[config.mk]
export PLATFORM = sky130hd
export DESIGN_NAME = mem_access_unit
export DESIGN_NICKNAME = d
export VERILOG_FILES = /design/src/rtl/mem_access_unit.sv
export SDC_FILE = /design/constraint.sdc
export NUM_CORES = 1
export LEC_CHECK = 0
export CORE_ASPECT_RATIO = 1.25
export CORE_MARGIN = 8
export CORE_UTILIZATION = 31
export DETAILED_ROUTE_END_ITERATION = 8
export GPL_ROUTABILITY_DRIVEN = 1
export GPL_TIMING_DRIVEN = 1
export PLACE_DENSITY = 0.78
export RECOVER_POWER = 50
export SLEW_MARGIN = 20
export SYNTH_ARGS = -nofsm -noshare
export SYNTH_HDL_FRONTEND = slang
export SYNTH_SLANG_ARGS = --single-unit
[constraint.sdc]
create_clock -name clk -period 2.9 [get_ports clk]
set_input_delay 0.58 -clock clk [delete_from_list [all_inputs] [get_ports clk]]
set_output_delay 0.58 -clock clk [all_outputs]
set_load 0.1 [all_outputs]
[src/rtl/mem_access_unit.sv]
// mem_access_unit: M-stage load/store access unit with address-exception detection and the M/W pipeline register
//   clk, reset                   : clock, synchronous active-high reset (clears W-stage state only)
//   valid_m, flush_m, pc_m       : M-stage slot valid, kill side effects, M-stage PC
//   mem_op, addr_m, wdata_m      : access type (0 none, 1 LW .. 8 SB), effective address, store source
//   dm_a, dm_wd, dm_be, dm_we    : data memory address, lane-shifted store data, byte enables, write strobe
//   dm_rd, dev_rd                : combinational read words from data memory and timer devices
//   dev_we                       : timer device write strobe
//   exc_m, exc_code_m            : address exception flag and code (4 AdEL, 5 AdES)
//   valid_w, pc_w, ld_w, rdata_w : W-stage valid, PC, load flag and extended load result
module mem_access_unit #(
    parameter logic [31:0] DM_LIMIT  = 32'h0000_3000,
    parameter logic [31:0] DEV0_BASE = 32'h0000_7F00,
    parameter logic [31:0] DEV1_BASE = 32'h0000_7F10
) (
    input  logic        clk,
    input  logic        reset,
    input  logic        valid_m,
    input  logic        flush_m,
    input  logic [31:0] pc_m,
    input  logic [3:0]  mem_op,
    input  logic [31:0] addr_m,
    input  logic [31:0] wdata_m,
    output logic [31:0] dm_a,
    output logic [31:0] dm_wd,
    output logic [3:0]  dm_be,
    output logic        dm_we,
    input  logic [31:0] dm_rd,
    output logic        dev_we,
    input  logic [31:0] dev_rd,
    output logic        exc_m,
    output logic [4:0]  exc_code_m,
    output logic        valid_w,
    output logic [31:0] pc_w,
    output logic        ld_w,
    output logic [31:0] rdata_w
);
    localparam logic [3:0] OP_LW  = 4'd1;
    localparam logic [3:0] OP_LH  = 4'd2;
    localparam logic [3:0] OP_LHU = 4'd3;
    localparam logic [3:0] OP_LB  = 4'd4;
    localparam logic [3:0] OP_LBU = 4'd5;
    localparam logic [3:0] OP_SW  = 4'd6;
    localparam logic [3:0] OP_SH  = 4'd7;
    localparam logic [3:0] OP_SB  = 4'd8;
    localparam logic [31:0] DEV0_END = DEV0_BASE + 32'd12;
    localparam logic [31:0] DEV1_END = DEV1_BASE + 32'd12;
    localparam logic [31:0] DEV0_CNT = DEV0_BASE + 32'd8;
    localparam logic [31:0] DEV1_CNT = DEV1_BASE + 32'd8;

    logic [1:0]  o;
    logic        is_load, is_store, is_word, is_half, is_byte;
    logic        in_dm, in_dev, in_none, count_hit, misal, ld_ok, st_ok;
    logic [3:0]  be_raw;
    logic [31:0] rd, ext;
    logic [15:0] half_v;
    logic [7:0]  byte_v;

    always_comb begin
        o         = addr_m[1:0];
        is_load   = mem_op >= OP_LW && mem_op <= OP_LBU;
        is_store  = mem_op >= OP_SW && mem_op <= OP_SB;
        is_word   = mem_op == OP_LW || mem_op == OP_SW;
        is_half   = mem_op == OP_LH || mem_op == OP_LHU || mem_op == OP_SH;
        is_byte   = mem_op == OP_LB || mem_op == OP_LBU || mem_op == OP_SB;
        in_dm     = addr_m < DM_LIMIT;
        in_dev    = (addr_m >= DEV0_BASE && addr_m < DEV0_END) || (addr_m >= DEV1_BASE && addr_m < DEV1_END);
        in_none   = !in_dm && !in_dev;
        // the timer count word is read-only; word granularity suffices since sub-word device access already faults
        count_hit = addr_m[31:2] == DEV0_CNT[31:2] || addr_m[31:2] == DEV1_CNT[31:2];
        misal     = (is_word && o != 2'd0) || (is_half && o[0]);
        exc_m     = valid_m && (is_load || is_store) &&
                    (misal || in_none || (in_dev && !is_word) || (is_store && count_hit));
        exc_code_m = exc_m ? (is_load ? 5'd4 : 5'd5) : 5'd0;
        st_ok     = is_store && valid_m && !exc_m && !flush_m;
        ld_ok     = is_load && valid_m && !exc_m && !flush_m;
        dm_we     = st_ok && in_dm;
        dev_we    = st_ok && in_dev;
        be_raw    = is_word ? 4'b1111 : is_half ? (o[1] ? 4'b1100 : 4'b0011) : is_byte ? (4'b0001 << o) : 4'b0000;
        // enables only accompany an actual DM write, so loads, faults, flushes and device stores present 0000
        dm_be     = dm_we ? be_raw : 4'b0000;
        dm_a      = addr_m;
        dm_wd     = is_half ? {2{wdata_m[15:0]}} : is_byte ? {4{wdata_m[7:0]}} : wdata_m;
        rd        = in_dev ? dev_rd : dm_rd;
        half_v    = o[1] ? rd[31:16] : rd[15:0];
        byte_v    = rd[{o, 3'b000} +: 8];
        ext       = mem_op == OP_LW  ? rd :
                    mem_op == OP_LH  ? {{16{half_v[15]}}, half_v} :
                    mem_op == OP_LHU ? {16'h0000, half_v} :
                    mem_op == OP_LB  ? {{24{byte_v[7]}}, byte_v} :
                    mem_op == OP_LBU ? {24'h000000, byte_v} : 32'h0000_0000;
    end

    always_ff @(posedge clk) begin
        if (reset) begin
            valid_w <= 1'b0;
            pc_w    <= 32'h0000_0000;
            ld_w    <= 1'b0;
            rdata_w <= 32'h0000_0000;
        end else begin
            valid_w <= valid_m && !flush_m && !exc_m;
            pc_w    <= pc_m;
            ld_w    <= ld_ok;
            rdata_w <= ld_ok ? ext : 32'h0000_0000;
        end
    end
endmodule

Word level (Yosys, flattened, before mapping)
Index checks and enable logic that the tools add are counted.

Bits in registers: 66. Latch bits: 0. Memory bits (writable): 0. Memory bits (read-only): 0. Bits of input ports: 168. Memories kept: 0.

$add $sub $neg: 0. Multiply operators: 0. Divide/modulo/power cells: 0. $lt $le $gt $ge: 9. Equality and inequality tests: 10. Shifts and indexed selects: 2. Muxes and demuxes: 16. Bitwise logic cells: 1. Reductions and logical operators: 40.

Operators by type and width (number): $mux W32 (7); $ge A32 B15 Y1 const B (2); $lt A32 B15 Y1 const B (2); $eq A30 B13 Y1 const B (2); $lt A32 B14 Y1 const B (1); $shiftx A32 B6 Y8 (1); $logic_and A1 B1 Y1 (21); $mux W4 (5); $eq A4 B3 Y1 const B (4); $mux W16 (1); $logic_or A1 B1 Y1 (12); $eq A4 B2 Y1 const B (2); $mux W8 (1); $logic_not A1 Y1 (5); $eq A4 B1 Y1 const B (1); $eq A4 B4 Y1 const B (1); $ge A4 B1 Y1 const B (1); $ge A4 B3 Y1 const B (1); $le A4 B3 Y1 const B (1); $le A4 B4 Y1 const B (1); $shl A1 B2 Y4 const A (1); $mux W3 (1); $reduce_bool A2 Y1 (1); $reduce_or A2 Y1 (1); 2 further kinds (2).

Depth between registers and ports, before layout
Gate-level depths: netlist of the first run.

Depth in word-level cells: 14. Mapped depth: 9. Mapped depth without buffers: 6.

Worst setup path before layout of the first run
Ideal clock, no wire load.

Path type: input to output. From: in addr_m[23]. To: out dev_we. Arrival time: 5.164 ns. Required time: 2.320 ns. Slack: -2.844 ns. Stages: 7. Cell sequence: nor4_1 nand2_1 or4_1 buf_1 a2111oi_4 o211ai_1 nor4_1.

Longest elaborated chain between the ends: 13.

RTL lines: start: declaration (line 21) `input logic [31:0] addr_m,`; $ge A32 B15 Y1 / $lt A32 B15 Y1 (equally long branches) (line 66) `in_dev = (addr_m >= DEV0_BASE && addr_m < DEV0_END) || (addr_m >= DEV1_BASE && addr_m < DEV1_END);`; $logic_and A1 B1 Y1 (line 66); $logic_or A1 B1 Y1 (line 66); $logic_not A1 Y1 (line 67) `in_none = !in_dm && !in_dev;`; $logic_and A1 B1 Y1 (line 67); $logic_or A1 B1 Y1 (3 in series) (line 72) `(misal || in_none || (in_dev && !is_word) || (is_store && count_hit));`; $logic_and A1 B1 Y1 (line 71) `exc_m = valid_m && (is_load || is_store) &&`; $logic_not A1 Y1 (line 74) `st_ok = is_store && valid_m && !exc_m && !flush_m;`; $logic_and A1 B1 Y1 (2 in series) (line 74); $logic_and A1 B1 Y1 (*) (line 77) `dev_we = st_ok && in_dev;`; end: declaration (line 28) `output logic dev_we,`.

Every way passes the cells marked *; elsewhere a longest branch is shown, timed or not.

Worst setup path in the final report of the first run
From: in mem_op[1]. To: out dm_we.

Longest elaborated chain between the ends: 13.

RTL lines: start: declaration (line 20) `input logic [3:0] mem_op,`; $eq A4 B2 Y1 (line 63) `is_half = mem_op == OP_LH || mem_op == OP_LHU || mem_op == OP_SH;`; $logic_or A1 B1 Y1 (2 in series) (line 63); $logic_and A1 B1 Y1 (line 70) `misal = (is_word && o != 2'd0) || (is_half && o[0]);`; $logic_or A1 B1 Y1 (line 70); $logic_or A1 B1 Y1 (3 in series) (line 72); $logic_and A1 B1 Y1 (line 71); $logic_not A1 Y1 (line 74); $logic_and A1 B1 Y1 (*) (2 in series) (line 74); $logic_and A1 B1 Y1 (*) (line 76) `dm_we = st_ok && in_dm;`; end: declaration (line 26) `output logic dm_we,`.

Marks and branches as above.

==> flow_summary_export.csv, run 1 <==
group,metric,value,unit
cells_and_area,fin_cells,970,
min_path,hold_class,"input port to flip-flop",
floorplan,fp-row-count,46,
power,seqPwrFrac,24.0,%
power,switchingPower,1.44,mW
place,dp_slack,-0.968,ns
timing,setup_viol_count_final,9,
cells_and_area,multi_input_area,2690,um2
power,swShare,36.7,%
power,combPwrFrac,41.8,%
clocking,htreeDepth,3,
synth,ys_types,61,
route,first_pass_iters,6,
worst_setup_path,arrival,2.85,ns
place,hpwl,14900,um
power,clock_power_share,34.2,%
floorplan,die-area,16600,um2
floorplan,io_pins,310,
timing,final.min_clock_period,3.43,ns
route,drtIter0Drc,218,
cells_and_area,layout.nets,965,
route,wl_per_cell,20.4,um
worst_setup_path,worstPathMaxFanout,6,
clocking,clk_pin_slew,0.05,ns
timing,fin_ws,-0.526,ns
synth,ys_seq_elements,66,
route,highest_layer,"met4",
worst_setup_path,required,2.32,ns
timing,tightest_slew,1.31,ns
timing,min_period_over_period,118,%
cells_and_area,seq_area,1320,um2
timing,slew_headroom,12.6,%
worst_setup_path,end_kind,"output port",
clocking,ctsHoldBuffers,0,
status,outcome,"finished with violations",
route,wl_met2,11000,um
cells_and_area,syn_to_final_growth,123,%
place,dp_cells,912,
floorplan,die_w,117,um
synth,seq_area_frac_synth,33.5,%
synth,synth_warnings,0,
global_route,grt_use_total,23.0,%
route,viasPerCell,5.02,
timing,timing.fmax,292,MHz
floorplan,die_h,142,um
place,dpl_cell_area,7640,um2
global_route,grt_pass1_vias,5377,
synth,synth_area,3940,um2
worst_setup_path,start_kind,"input port",
power,power.density,447,nW/um2
place,gp_congestion,0.851,
synth,postSynthAreaPerCell,8.95,um2
timing,finalHoldViolCount,0,
floorplan,start_util,31.4,%
global_route,grt_overflow,0,
place,io_buffer_count,304,
worst_setup_path,worstSetupPathType,"input port to output port",
synth,ys_async_sr_fraction,0,%
floorplan,core_area,12500,um2
global_route,antenna_found_initial,0,
route,ant_nets,0,
synth,synth_edf_count,0,
route,wl_met3,1640,um
timing,rsz0062_at_grt,"yes",
clocking,cts_tree,"yes",
cells_and_area,num_antenna_cells,0,
route,routed_wl,19800,um
global_route,grt_max_degree,34,
clocking,cts-root-buf,"clkbuf_16",
power,power.internal,2.48,mW
power,finalPower,3.93,mW
synth,syn_inst,440,
power,vdd_drop_max,0.302,mV
power,power.leakage,3.82,nW
cells_and_area,fill_cells,918,
status,violations,"setup timing",
clocking,cts_buffer_depth,2,
cells_and_area,final_area,8790,um2
clocking,cts_buffers,9,
min_path,holdCritStartpoint,"mem_op[2]",
cells_and_area,drive_gt1_share,47.9,%
route,vias,4865,
timing,tns,-3.72,ns
cells_and_area,fin_util,70.0,%
timing,slew_viol_final,0,
min_path,min_to,"rdata_w[23]",
timing,fin_worst_hold_slack,0.795,ns
synth,synth_ff_type,"dfxtp_1",
clocking,cts_sinks,66,
route,wl_met1,6460,um
run,drv_cap,0,
global_route,grt_pass1_wl,29400,um
min_path,holdPathStages,5,
route,drc,0,
[logic make-up (layout without fill, tap and decap cells)]
family                    after synthesis  count (layout)  share of synthesized area [%]
and+or+nand+nor                       159             159                           21.7
AOI/OAI and AO/OA                      77              77                           15.1
buffers and inverters                  77             437                           12.2
DFF                                    66              66                           33.5
muxes                                  58              58                           17.0
xor gates and xnor gates                2               2                          0.445
other                                   1               3                         0.0952
[power by group through the flow]
stage / combinational, mW / sequential [mW] / clock, mW
after floorplan: 0.761 / 1.16 / 0
after global placement: 1.53 / 0.961 / 0
after detailed placement: 1.55 / 0.962 / 0
after CTS: 1.62 / 0.942 / 1.37
after global routing: 1.69 / 0.944 / 1.41
final: 1.64 / 0.941 / 1.34
[critical path, stage by stage]
cell             delay, ns
clkdlybuf4s15_2       0.21
nor4b_4               0.27
a31oi_2               0.08
or4_4                 0.56
a2111oi_4             0.37
o211ai_1              0.13
buf_6                 0.17
buf_4                 0.14
nor2_4                0.12
buf_12                0.18
[cell usage after synthesis (all sizes together) (3+ instances only)]
cell type	count	area (um2)
dfxtp	66	1320
buf	57	404
nand2	54	205
nor2b	33	206
mux2	30	338
a21oi	26	134
mux2i	24	240
nand3	17	85.1
clkbuf	15	56.3
nor2	11	41.3
a221oi	10	100
a22oi	8	60.1
nor3	8	40.0
a21o	6	45.0
nand2b	6	37.5
a2111oi	5	70.1
inv	5	18.8
a31oi	4	25.0
and3	4	25.0
mux4	4	90.1
nor4	4	31.3
o21ai	4	20.0
nand4	3	18.8
o21a	3	22.5
or4	3	26.3
[metal layers]
metal	GRT usage [%]	vias up
met1	21.5	2311
li1	-	2235
met4	8.78	0
met5	0	-
met2	44.7	265
met3	7.09	54
[final cells by class]
type	count	share of cell area [%]
well taps	168	2.39
multi-input cells	299	30.6
clock inverters	6	1.57
inverters	5	0.214
flip-flops and latches	66	15.0
clock buffers	10	2.61
repair buffers	416	47.6
[layout by cell type (no fill, tap or decap), types with 12 or more instances in the layout]
| cell type | count |
|---|---|
| buf_6 | 15 |
| clkbuf_1 | 17 |
| buf_4 | 167 |
| clkdlybuf4s50_1 | 132 |
| nand2_1 | 45 |
| nand3_1 | 15 |
| nor2b_1 | 33 |
| dfxtp_1 | 66 |
| mux2_4 | 12 |
| a21oi_1 | 20 |
| buf_12 | 48 |
| mux2_2 | 18 |
| mux2i_1 | 14 |
[state kept, by name, indices dropped and copies added (netlist names)]
signal and cells:
pc_w 32, rdata_w 32, ld_w 1, valid_w 1
[how the worst max path moves through the flow]
stage | startpoint | to | slack (ns) | cells after the start
2_1_floorplan | addr_m[7] | dm_be[0] | -1.43 | 6
3_3_place_gp | addr_m[14] | dm_be[0] | -0.91 | 9
3_5_place_dp | addr_m[27] | dm_be[3] | -0.97 | 10
4_1_cts | addr_m[16] | dm_be[3] | -0.53 | 10
5_1_grt | addr_m[16] | dm_be[3] | -0.60 | 10
6_report | mem_op[1] | dm_we | -0.53 | 10
[timing repair]
item / CTS / global route
setup endpoints to repair: 66 / 62
resized for setup: 189 / 30
setup buffers: 35 / 20
gates cloned: 4 / 0
pin swaps: 41 / 25
hold endpoints to repair: 0 / 0
Power figures use the tool's default switching activity.
==> run 2: changes to the inputs <==
Settings changed: CORE_UTILIZATION 31 to 34, GPL_TIMING_DRIVEN 1 to default, PLACE_DENSITY 0.78 to 0.81, SLEW_MARGIN 20 to default.
Clock period 2.9 ns to 3.3 ns, I/O delays scaled along.
==> run 2 against run 1 <==
Compared with the run above:
- the flow still finishes with violations (setup timing)
- core utilization fell by 3.6 points
- via count fell by 4.0%
- combinational power fell by 20%
- clock-buffer cell count fell by 1
- total power fell by 21%
- non-clock buffer count fell by 43
- sequential share of layout area rose by 2.3 points
- clock power fell by 29%
- die area fell by 7.7%
- hold slack improved by 0.088 ns
- critical path type unchanged
- largest power group unchanged
==> flow_summary_export.csv, run 2 (synthesized netlist as in run 1, its figures left out) <==
group,metric,value,unit
clocking,cts_sinks,66,
route,vias,4668,
route,routed_wl,19000,um
timing,min_period_over_period,110,%
cells_and_area,num_antenna_cells,0,
timing,timing.fmax,275,MHz
worst_setup_path,required,2.64,ns
global_route,antenna_found_initial,3,
place,io_buffer_count,304,
status,violations,"setup timing",
timing,setup_viol_count_final,9,
global_route,grt_use_total,23.8,%
clocking,clk_pin_slew,0.06,ns
cells_and_area,final_area,7610,um2
floorplan,io_pins,310,
route,drc,0,
timing,slew_viol_final,0,
timing,slew_headroom,13.6,%
clocking,cts_buffer_depth,2,
route,viasPerCell,5.20,
floorplan,die_w,112,um
worst_setup_path,end_kind,"output port",
place,hpwl,15500,um
clocking,cts_buffers,9,
floorplan,die-area,15300,um2
power,power.density,407,nW/um2
worst_setup_path,worstPathMaxFanout,6,
clocking,cts-root-buf,"clkbuf_16",
cells_and_area,layout.nets,922,
route,wl_per_cell,21.1,um
global_route,grt_pass1_wl,28400,um
clocking,htreeDepth,3,
worst_setup_path,worstSetupPathType,"input port to output port",
status,outcome,"finished with violations",
min_path,hold_class,"input port to flip-flop",
route,ant_nets,0,
timing,finalHoldViolCount,0,
floorplan,start_util,34.4,%
floorplan,fp-row-count,44,
cells_and_area,drive_gt1_share,33.7,%
cells_and_area,syn_to_final_growth,93.1,%
timing,tightest_slew,1.30,ns
power,vdd_drop_max,0.240,mV
timing,final.min_clock_period,3.64,ns
place,gp_congestion,0.881,
place,dp_slack,-0.826,ns
cells_and_area,largestRegisters,"pc_w: 32 flops, rdata_w: 32 flops",
place,dp_cells,874,
route,first_pass_iters,5,
route,drtIter0Drc,231,
floorplan,die_h,136,um
global_route,grt_pass1_vias,5143,
power,power.leakage,3.26,nW
global_route,grt_max_degree,37,
run,drv_cap,0,
timing,fin_ws,-0.341,ns
clocking,cts_tree,"yes",
global_route,grt_overflow,0,
worst_setup_path,arrival,2.98,ns
timing,rsz0062_at_grt,"yes",
cells_and_area,layout_common_cells,"clkdlybuf4s50_1 (132), buf_4 (100), dfxtp_1 (66), clkbuf_1 (66), nand2_1 (45)",
floorplan,core_area,11500,um2
cells_and_area,final_common_cell,"clkdlybuf4s50_1",
place,dpl_cell_area,7430,um2
cells_and_area,fin_cells,897,
power,finalPower,3.10,mW
worst_setup_path,start_kind,"input port",
run 2: metrics by stage:
stage                     utilization (%)  hold WS (ns)  setup TNS, ns
after global placement               64.9          1.16         -11.36
final                                66.4         0.883          -2.25
after CTS                            68.1         0.868          -2.12
after detailed placement             64.9          1.16         -16.04
after global routing                 66.4         0.888          -2.74
after floorplan                         -         0.732          -7.53
run 2: power breakdown:
group          internal [mW]  switching [mW]
Sequential             0.821         0.00617
Clock                  0.589           0.360
Combinational          0.462           0.860
Total                   1.87            1.23
run 2: path summary, 6_finish.rpt:
path	start	end	slack, ns	cells after the start
setup / recovery	addr_m[31]	dm_be[3]	-0.34	10
hold / removal	pc_m[2]	pc_w[2]	0.88	2
run 2: timing repair:
| item | in CTS | in global routing |
|---|---|---|
| setup endpoints to repair | 33 | 9 |
| gates resized for setup | 97 | 30 |
| pin swaps | 21 | 13 |
| hold buffers | 0 | 0 |
| setup buffers | 5 | 7 |
run 2: layout make-up:
cell class                 count  area [um2]
fill                         968        3840
timing repair buffer         373        3430
multi-input combinational    299        2360
sequential                    66        1320
clock buffer                   9         225
tap                          138         173
clock inverter                 7        76.3
inverter                       5        18.8
run 2: critical path: stages:
cell and delay, ns:
buf_2 0.12, nor4_4 0.31, buf_4 0.17, nand3_2 0.08, or4_4 0.52, a2111oi_4 0.36
o211ai_1 0.14, buf_6 0.18, nor3b_4 0.23, buf_12 0.21
run 2: metal layers:
layer / share of wire, % / GRT usage (%) / vias up
met5: 0.14 / 0 / -
met4: 2.4 / 9.17 / 6
met3: 10 / 10.0 / 42
met2: 52 / 43.6 / 274
met1: 35 / 23.5 / 2194
li1: - / - / 2152
==> run 3: changes to the inputs <==
Settings changed: CELL_PAD_IN_SITES_DETAIL_PLACEMENT from default to 1, CELL_PAD_IN_SITES_GLOBAL_PLACEMENT from default to 1, CORE_UTILIZATION 34 to 23, PLACE_DENSITY 0.81 to 0.88.
==> run 3 against run 2 <==
Compared with the run above:
- die area up 41%
- the flow still finishes with violations (setup timing)
- final cell count up 11%
- final area up 3.0%
- sequential share of layout area down 0.51 points
- sequential power about the same
- core utilization down 20 points
- highest routed layer is now met4
- first-iteration DRC count down 20%
- critical path depth down 1
- critical endpoint is now dm_be[1]
==> flow_summary_export.csv, run 3 (synthesized netlist as in run 1, its figures left out) <==
group,metric,value,unit
worst_setup_path,end_kind,"output port",
route,wl_met3,1820,um
cells_and_area,syn_to_final_growth,99.0,%
timing,setup_viol_count_final,9,
global_route,grt_overflow,0,
worst_setup_path,start_kind,"input port",
timing,finalHoldViolCount,0,
power,power.density,414,nW/um2
global_route,grt_pass1_wl,31300,um
clocking,cts_buffer_depth,2,
global_route,grt_use_total,18.6,%
worst_setup_path,arrival,3.05,ns
timing,min_period_over_period,112,%
place,hpwl,17600,um
cells_and_area,fin_util,46.7,%
floorplan,start_util,23.5,%
place,io_buffer_count,304,
route,wl_met1,7110,um
route,routed_wl,21200,um
route,ant_nets,0,
global_route,grt_pass1_vias,5357,
route,drtIter0Drc,184,
route,first_pass_iters,4,
floorplan,core_area,16800,um2
timing,final.min_clock_period,3.71,ns
worst_setup_path,worstPathMaxFanout,4,
route,wl_met2,11800,um
floorplan,io_pins,310,
global_route,antenna_found_initial,0,
clocking,cts_tree,"yes",
cells_and_area,largestRegisters,"pc_w: 32 flops, rdata_w: 32 flops",
power,finalPower,3.25,mW
cells_and_area,seq_area,1320,um2
power,power.leakage,3.35,nW
cells_and_area,final_area,7840,um2
worst_setup_path,crit_chain,"dlygate4sd2_1, nor3_2, nand4_1, or4_4, a2111oi_4, o211ai_1, buf_4, nor3_4, buf_12",
timing,slew_headroom,7.23,%
power,vdd_drop_max,0.241,mV
status,outcome,"finished with violations",
cells_and_area,layout_common_cells,"clkdlybuf4s50_1 (132), buf_4 (115), dfxtp_1 (66), clkbuf_1 (66), nand2_1 (45)",
timing,fin_worst_hold_slack,0.882,ns
status,violations,"setup timing",
clocking,cts-root-buf,"clkbuf_16",
min_path,hold_class,"input port to flip-flop",
timing,fin_ws,-0.407,ns
timing,tightest_slew,1.39,ns
worst_setup_path,worst-path-buf-inv,3,
timing,rsz0062_at_grt,"yes",
cells_and_area,num_antenna_cells,0,
worst_setup_path,cpPeakStageDelay,0.47,ns
run,drv_cap,0,
route,vias,4674,
floorplan,fp-row-count,53,
clocking,clk_pin_slew,0.06,ns
clocking,htreeDepth,3,
cells_and_area,drive_gt1_share,35.0,%
cells_and_area,layout.nets,938,
timing,slew_viol_final,0,
route,drc,0,
cells_and_area,fill_cells,1915,
worst_setup_path,required,2.64,ns
clocking,cts_sinks,66,
floorplan,die_h,162,um
route,wl_per_cell,21.3,um
cells_and_area,final_common_cell,"clkdlybuf4s50_1",
route,highest_layer,"met4",
route,viasPerCell,4.70,
clocking,cts_buffers,9,
timing,tns,-2.65,ns
worst_setup_path,cpLargestDelayFamily,"simple AND/OR/NAND/NOR gates",
floorplan,die-area,21600,um2
clocking,ctsHoldBuffers,0,
place,dpl_cell_area,7600,um2
place,gp_congestion,0.806,
worst_setup_path,critPathSlowestCell,"or4_4",
global_route,grt_max_degree,34,
floorplan,die_w,133,um
timing,timing.fmax,270,MHz
cells_and_area,multi_input_area,2360,um2
worst_setup_path,worstSetupPathType,"input port to output port",
run 3: changes by cell type in the layout (fill, tap and decap cells not counted), moves of 2 or more:
cell / change
clkbuf_2: +5
clkdlybuf4s15_1: -2
dlygate4sd2_1: +2
buf_2: -3
clkinvlp_4: -2
buf_4: +15
run 3: routing by layer:
metal,GRT usage [%],vias up
met5,0,-
met2,35.7,222
met3,7.05,30
li1,-,2184
met4,5.79,0
met1,17.9,2238
run 3: area by class of cell:
cell class              count  area share (%)
well taps                 220            3.51
multi-input cells         299            30.1
flip-flops and latches     66            16.9
clock inverters             6            1.25
clock buffers              10            3.05
inverters                   5           0.239
repair buffers            389            45.0
run 3: power by group:
part	switching, mW	internal, mW	leakage, nW
clock	0.387	0.693	0.165
combinational	0.873	0.466	2.64
sequential	0.00607	0.821	0.541
total	1.27	1.98	3.35
run 3: what timing repair did:
item                                    in CTS  in global routing
pin swaps                                   19                 14
setup buffers                                7                  5
endpoints found under the setup margin      33                 27
gates resized for setup                     86                 30
run 3: per-stage QoR:
step / cells / worst slack, ns
6_report: 995 / -0.407
5_1_grt: 995 / -0.596
4_1_cts: 990 / -0.359
3_5_place_dp: 967 / -0.766
3_3_place_gp: 967 / -0.692
2_1_floorplan: 442 / -1.19
run 3: final timing paths:
check | startpoint | endpoint | slack, ns | cells after the start
worst max-delay path | addr_m[17] | dm_be[1] | -0.41 | 9
worst min-delay path | pc_m[14] | pc_w[14] | 0.88 | 2
==> patch 1 (config.mk and constraints of run 1) <==
Register the output `exc_code_m`; this adds one clock of latency there. The other outputs are not delayed to match.
--- a/src/rtl/mem_access_unit.sv
+++ b/src/rtl/mem_access_unit.sv
@@ -49,2 +49,4 @@
 
+    logic [4:0] exc_code_m_d;
+
     logic [1:0]  o;
@@ -72,3 +74,3 @@
                     (misal || in_none || (in_dev && !is_word) || (is_store && count_hit));
-        exc_code_m = exc_m ? (is_load ? 5'd4 : 5'd5) : 5'd0;
+        exc_code_m_d = exc_m ? (is_load ? 5'd4 : 5'd5) : 5'd0;
         st_ok     = is_store && valid_m && !exc_m && !flush_m;
@@ -105,2 +107,6 @@
     end
+    always_ff @(posedge clk) begin
+        exc_code_m <= exc_code_m_d;
+    end
+
 endmodule
Behaviour: not the same (a bounded check fails within 4 cycles, from zero or initial values and one cycle with reset high).
==> patch 1 against run 1 <==
The run still ends with negative setup slack left; global-route usage decreased by 1.6 points; synthesized cell count increased by 0.23%; count of clock-buffer cells in the layout decreased by 1; sequential power increased by 2.8%; final area decreased by 8.6%; routed wire length decreased by 2.1%; setup slack improved by 510 ps; power decreased by 8.4%; sequential cell count increased by 2; synthesized area increased by 5.3%; fmax increased by 17%.
==> patch 1: results (changes against run 1) <==
* Hold slack at 803 ps (was 795 ps)
* Filler cell count at 1104 (was 918)
* First-pass GRT wire length at 29.6 mm (was 29.4 mm)
* Most frequent cells after synthesis: dfxtp_1, mux2_2, nand2_1 (was dfxtp_1, nand2_1, buf_4)
* Leakage power at 0.00329 uW (was 0.00382 uW)
* Pin count of the biggest net entering global routing at 35 (was 34)
* Post-synthesis sequential area ratio at 32.8% (was 33.5%)
* Placed cell areas at 7860 um2 (was 7640 um2)
* WL/cell at 20.5 um (was 20.4 um)
* Layout Nets at 941 (was 965)
* Post-placement worst setup slack at -450 ps (was -968 ps)
* Via count at 4747 (was 4865)
* Cells after synthesis at 441 (was 440)
* Status: finished, violations left (unchanged)
* Largest registers: pc_w: 32 flops, rdata_w: 32 flops, exc_code_m: 2 flops (was pc_w: 32 flops, rdata_w: 32 flops)
* RD Place Congestion at 0.903 (was 0.851)
* Layout cell share with drive strength beyond 1 at 37.9% (was 47.9%)
* Worst VDD drop at 0.000290 V (was 0.000302 V)
* Endpoints failing setup at 1 (was 9)
* Synth unique cells at 50 (was 61)
* Synth top area cells: dfxtp_1, mux2_2, buf_4 (was dfxtp_1, buf_4, mux2_2)
* Via density at 5.00 (was 5.02)
* Fin worst setup slack at -20.8 ps (was -526 ps)
* Total track usage at 21.4% (was 23.0%)
* Initial DRC Count at 282 (was 218)
* Final instance area at 8040 um2 (was 8790 um2)
* Post-DP HPWL at 16.2 mm (was 14.9 mm)
* Initial antenna violation count at 1 (was 0)
* Inst Count DP at 920 (was 912)
* CP peak stage delay at 240 ps (was 560 ps)
* Failing checks: negative setup slack (unchanged)
* Pre-antenna DRT Iters at 4 (was 6)
[patch 1: logic make-up after synthesis]
family / count (synthesis) / synth area share [%]
buffers and inverters: 74 / 11.9
and+or+nand+nor: 136 / 17.7
muxes: 80 / 22.8
xor gates and xnor gates: 1 / 0.211
other: 1 / 0.0904
DFF: 68 / 32.8
AOI/OAI and AO/OA: 81 / 14.5
[patch 1: metal layers]
layer / routed length, um / track usage [%] / up-vias
met3: 1820 / 8.62 / 27
met4: 392 / 6.89 / 2
li1: - / - / 2213
met2: 10000 / 39.2 / 233
met1: 7150 / 21.4 / 2272
met5: 10 / 0 / -
[patch 1: final timing paths]
check	start	cells past startpoint	end
worst max-delay path	mem_op[0]	11	dm_be[3]
worst min-delay path	pc_m[9]	2	pc_w[9]
[patch 1: layout make-up]
| cell class | count | area share (%) |
|---|---|---|
| Tap cell | 171 | 2.66 |
| Sequential cell | 68 | 16.9 |
| Timing Repair Buffer | 388 | 45.5 |
| Clock buffer | 9 | 2.80 |
| Inverter | 5 | 0.280 |
| Multi-Input combinational cell | 301 | 30.8 |
| Clock inverter | 7 | 0.997 |
[patch 1: report_power, final]
part,total (uW),internal (uW),switching (uW)
logic,1520,552,966
clock network,1110,677,431
registers,967,960,7.02
[patch 1: timing repair]
item | in CTS | in global routing
setup endpoints to repair | 25 | 13
pin swaps | 16 | 11
gates resized for setup | 111 | 12
hold buffers | 0 | 0
setup buffers | 9 | 4
[patch 1: worst max-delay path, delay by kind of cell]
family / cells / cell delay (ps)
and+or+nand+nor: 3 / 610
buffers and inverters: 5 / 690
AOI/OAI and AO/OA: 3 / 440
==> patch 2 (flow settings as in run 1) <==
Without the edit above. Change the parameter `DM_LIMIT` from 32'h0000_3000 to 32'h00002000.
--- a/src/rtl/mem_access_unit.sv
+++ b/src/rtl/mem_access_unit.sv
@@ -10,3 +10,3 @@
 module mem_access_unit #(
-    parameter logic [31:0] DM_LIMIT  = 32'h0000_3000,
+    parameter logic [31:0] DM_LIMIT  = 32'h00002000,
     parameter logic [31:0] DEV0_BASE = 32'h0000_7F00,
Function: changed (Yosys sat finds a counterexample within 4 cycles, from zero or initial values and one cycle with reset high).
==> patch 2 against run 1 <==
The run still ends with negative setup slack left; routed wire length is 7.4% lower; first-iteration DRC count is 29% lower; non-clock buffer count is 10 lower; sequential cell count stayed put; global-route usage is 2.1 points lower; critical path depth is 1 lower; sequential share of layout area is 0.94 points higher; final area is 5.9% lower; power is 5.5% lower; setup slack better by 100 ps; synthesized area is 0.35% higher; synthesized cell count is 0.45% higher; combinational power is 4% lower.
==> patch 2: results (changes against run 1) <==
* Status: finished, violations left (unchanged)
* Failing checks: negative setup slack (unchanged)
* Filler cell count at 1005 (was 918)
* WL/cell at 19.1 um (was 20.4 um)
* Post-CTS Repair Setup Buffers at 28 (was 35)
* Endpoints failing setup at 9 (unchanged)
* Synth unique cells at 57 (was 61)
* Pin count of the biggest net entering global routing at 37 (was 34)
* Xor-xnor portion of the synthesized cell area at 0% (was 0.445%)
* Worst VDD drop at 0.000374 V (was 0.000302 V)
* Synth top area cells: dfxtp_1, buf_4, mux2_2 (unchanged)
* Via count at 4627 (was 4865)
* Layout cell share with drive strength beyond 1 at 42.3% (was 47.9%)
* Setup crit end: dm_be[2] (was dm_we)
* Crit-path max FO at 3 (was 6)
* Most frequent cells after synthesis: dfxtp_1, nand2_1, buf_4 (unchanged)
* Total track usage at 20.9% (was 23.0%)
* Synth Area in Compound Gates at 16.7% (was 15.1%)
* Initial DRC Count at 154 (was 218)
* Pre-antenna DRT Iters at 5 (was 6)
* Post-DP HPWL at 14.4 mm (was 14.9 mm)
* Fin worst setup slack at -422 ps (was -526 ps)
* Leakage power at 0.00356 uW (was 0.00382 uW)
* Vias in the first global route at 4946 (was 5377)
* Post-CTS sizing at 121 (was 189)
* RD Place Congestion at 0.891 (was 0.851)
* Fraction of synthesized area in multiplexers at 15.4% (was 17.0%)
* First-pass GRT wire length at 27.1 mm (was 29.4 mm)
* Post-synthesis sequential area ratio at 33.4% (was 33.5%)
[patch 2: power by group]
part           switching, uW  internal, uW  leakage, uW
Sequential              7.07           934     0.000541
Combinational           1000           571      0.00286
Clock                    414           781     0.000156
[patch 2: logic make-up after synthesis]
logic type / count (synthesis)
simple gates: 160
compound gates: 84
buf+inv: 79
flops: 66
mux: 52
other cells: 1
[patch 2: layout make-up]
type,count,area [um2],area share [%]
clock buffers,11,243,2.93
clock inverters,5,85.1,1.03
inverters,5,21.3,0.257
multi-input cells,299,2570,31.1
flip-flops and latches,66,1320,16.0
well taps,168,210,2.54
repair buffers,406,3820,46.2
[patch 2: per-stage QoR]
stage | total power [uW] | setup WS (ps) | area (um2) | TNS (ps) | instances
after floorplan | 1930 | -788 | 4130 | -5560 | 444
after global placement | 2480 | -862 | 7610 | -30500 | 911
after detailed placement | 2500 | -954 | 7610 | -34540 | 911
after CTS | 3740 | -497 | 8340 | -4310 | 955
after global routing | 3840 | -533 | 8270 | -4950 | 960
final | 3710 | -422 | 8270 | -3200 | 960
[patch 2: worst min-delay path by stage]
stage	start	end	slack [ps]	depth (start not counted)
2_1_floorplan	reset	pc_w[0]	650	1
3_3_place_gp	rdata_w[11]	rdata_w[11]	1080	1
3_5_place_dp	pc_w[16]	pc_w[16]	1080	1
4_1_cts	mem_op[2]	rdata_w[7]	730	4
5_1_grt	mem_op[2]	rdata_w[7]	760	4
6_report	mem_op[2]	rdata_w[7]	760	4
[patch 2: metal layers]
layer	global-route usage [%]	vias to the layer above	share of wire (%)
met5	0	-	0
met4	7.64	0	2.9
met3	5.90	32	8.0
met2	38.1	222	53
met1	22.1	2148	36
li1	-	2225	-
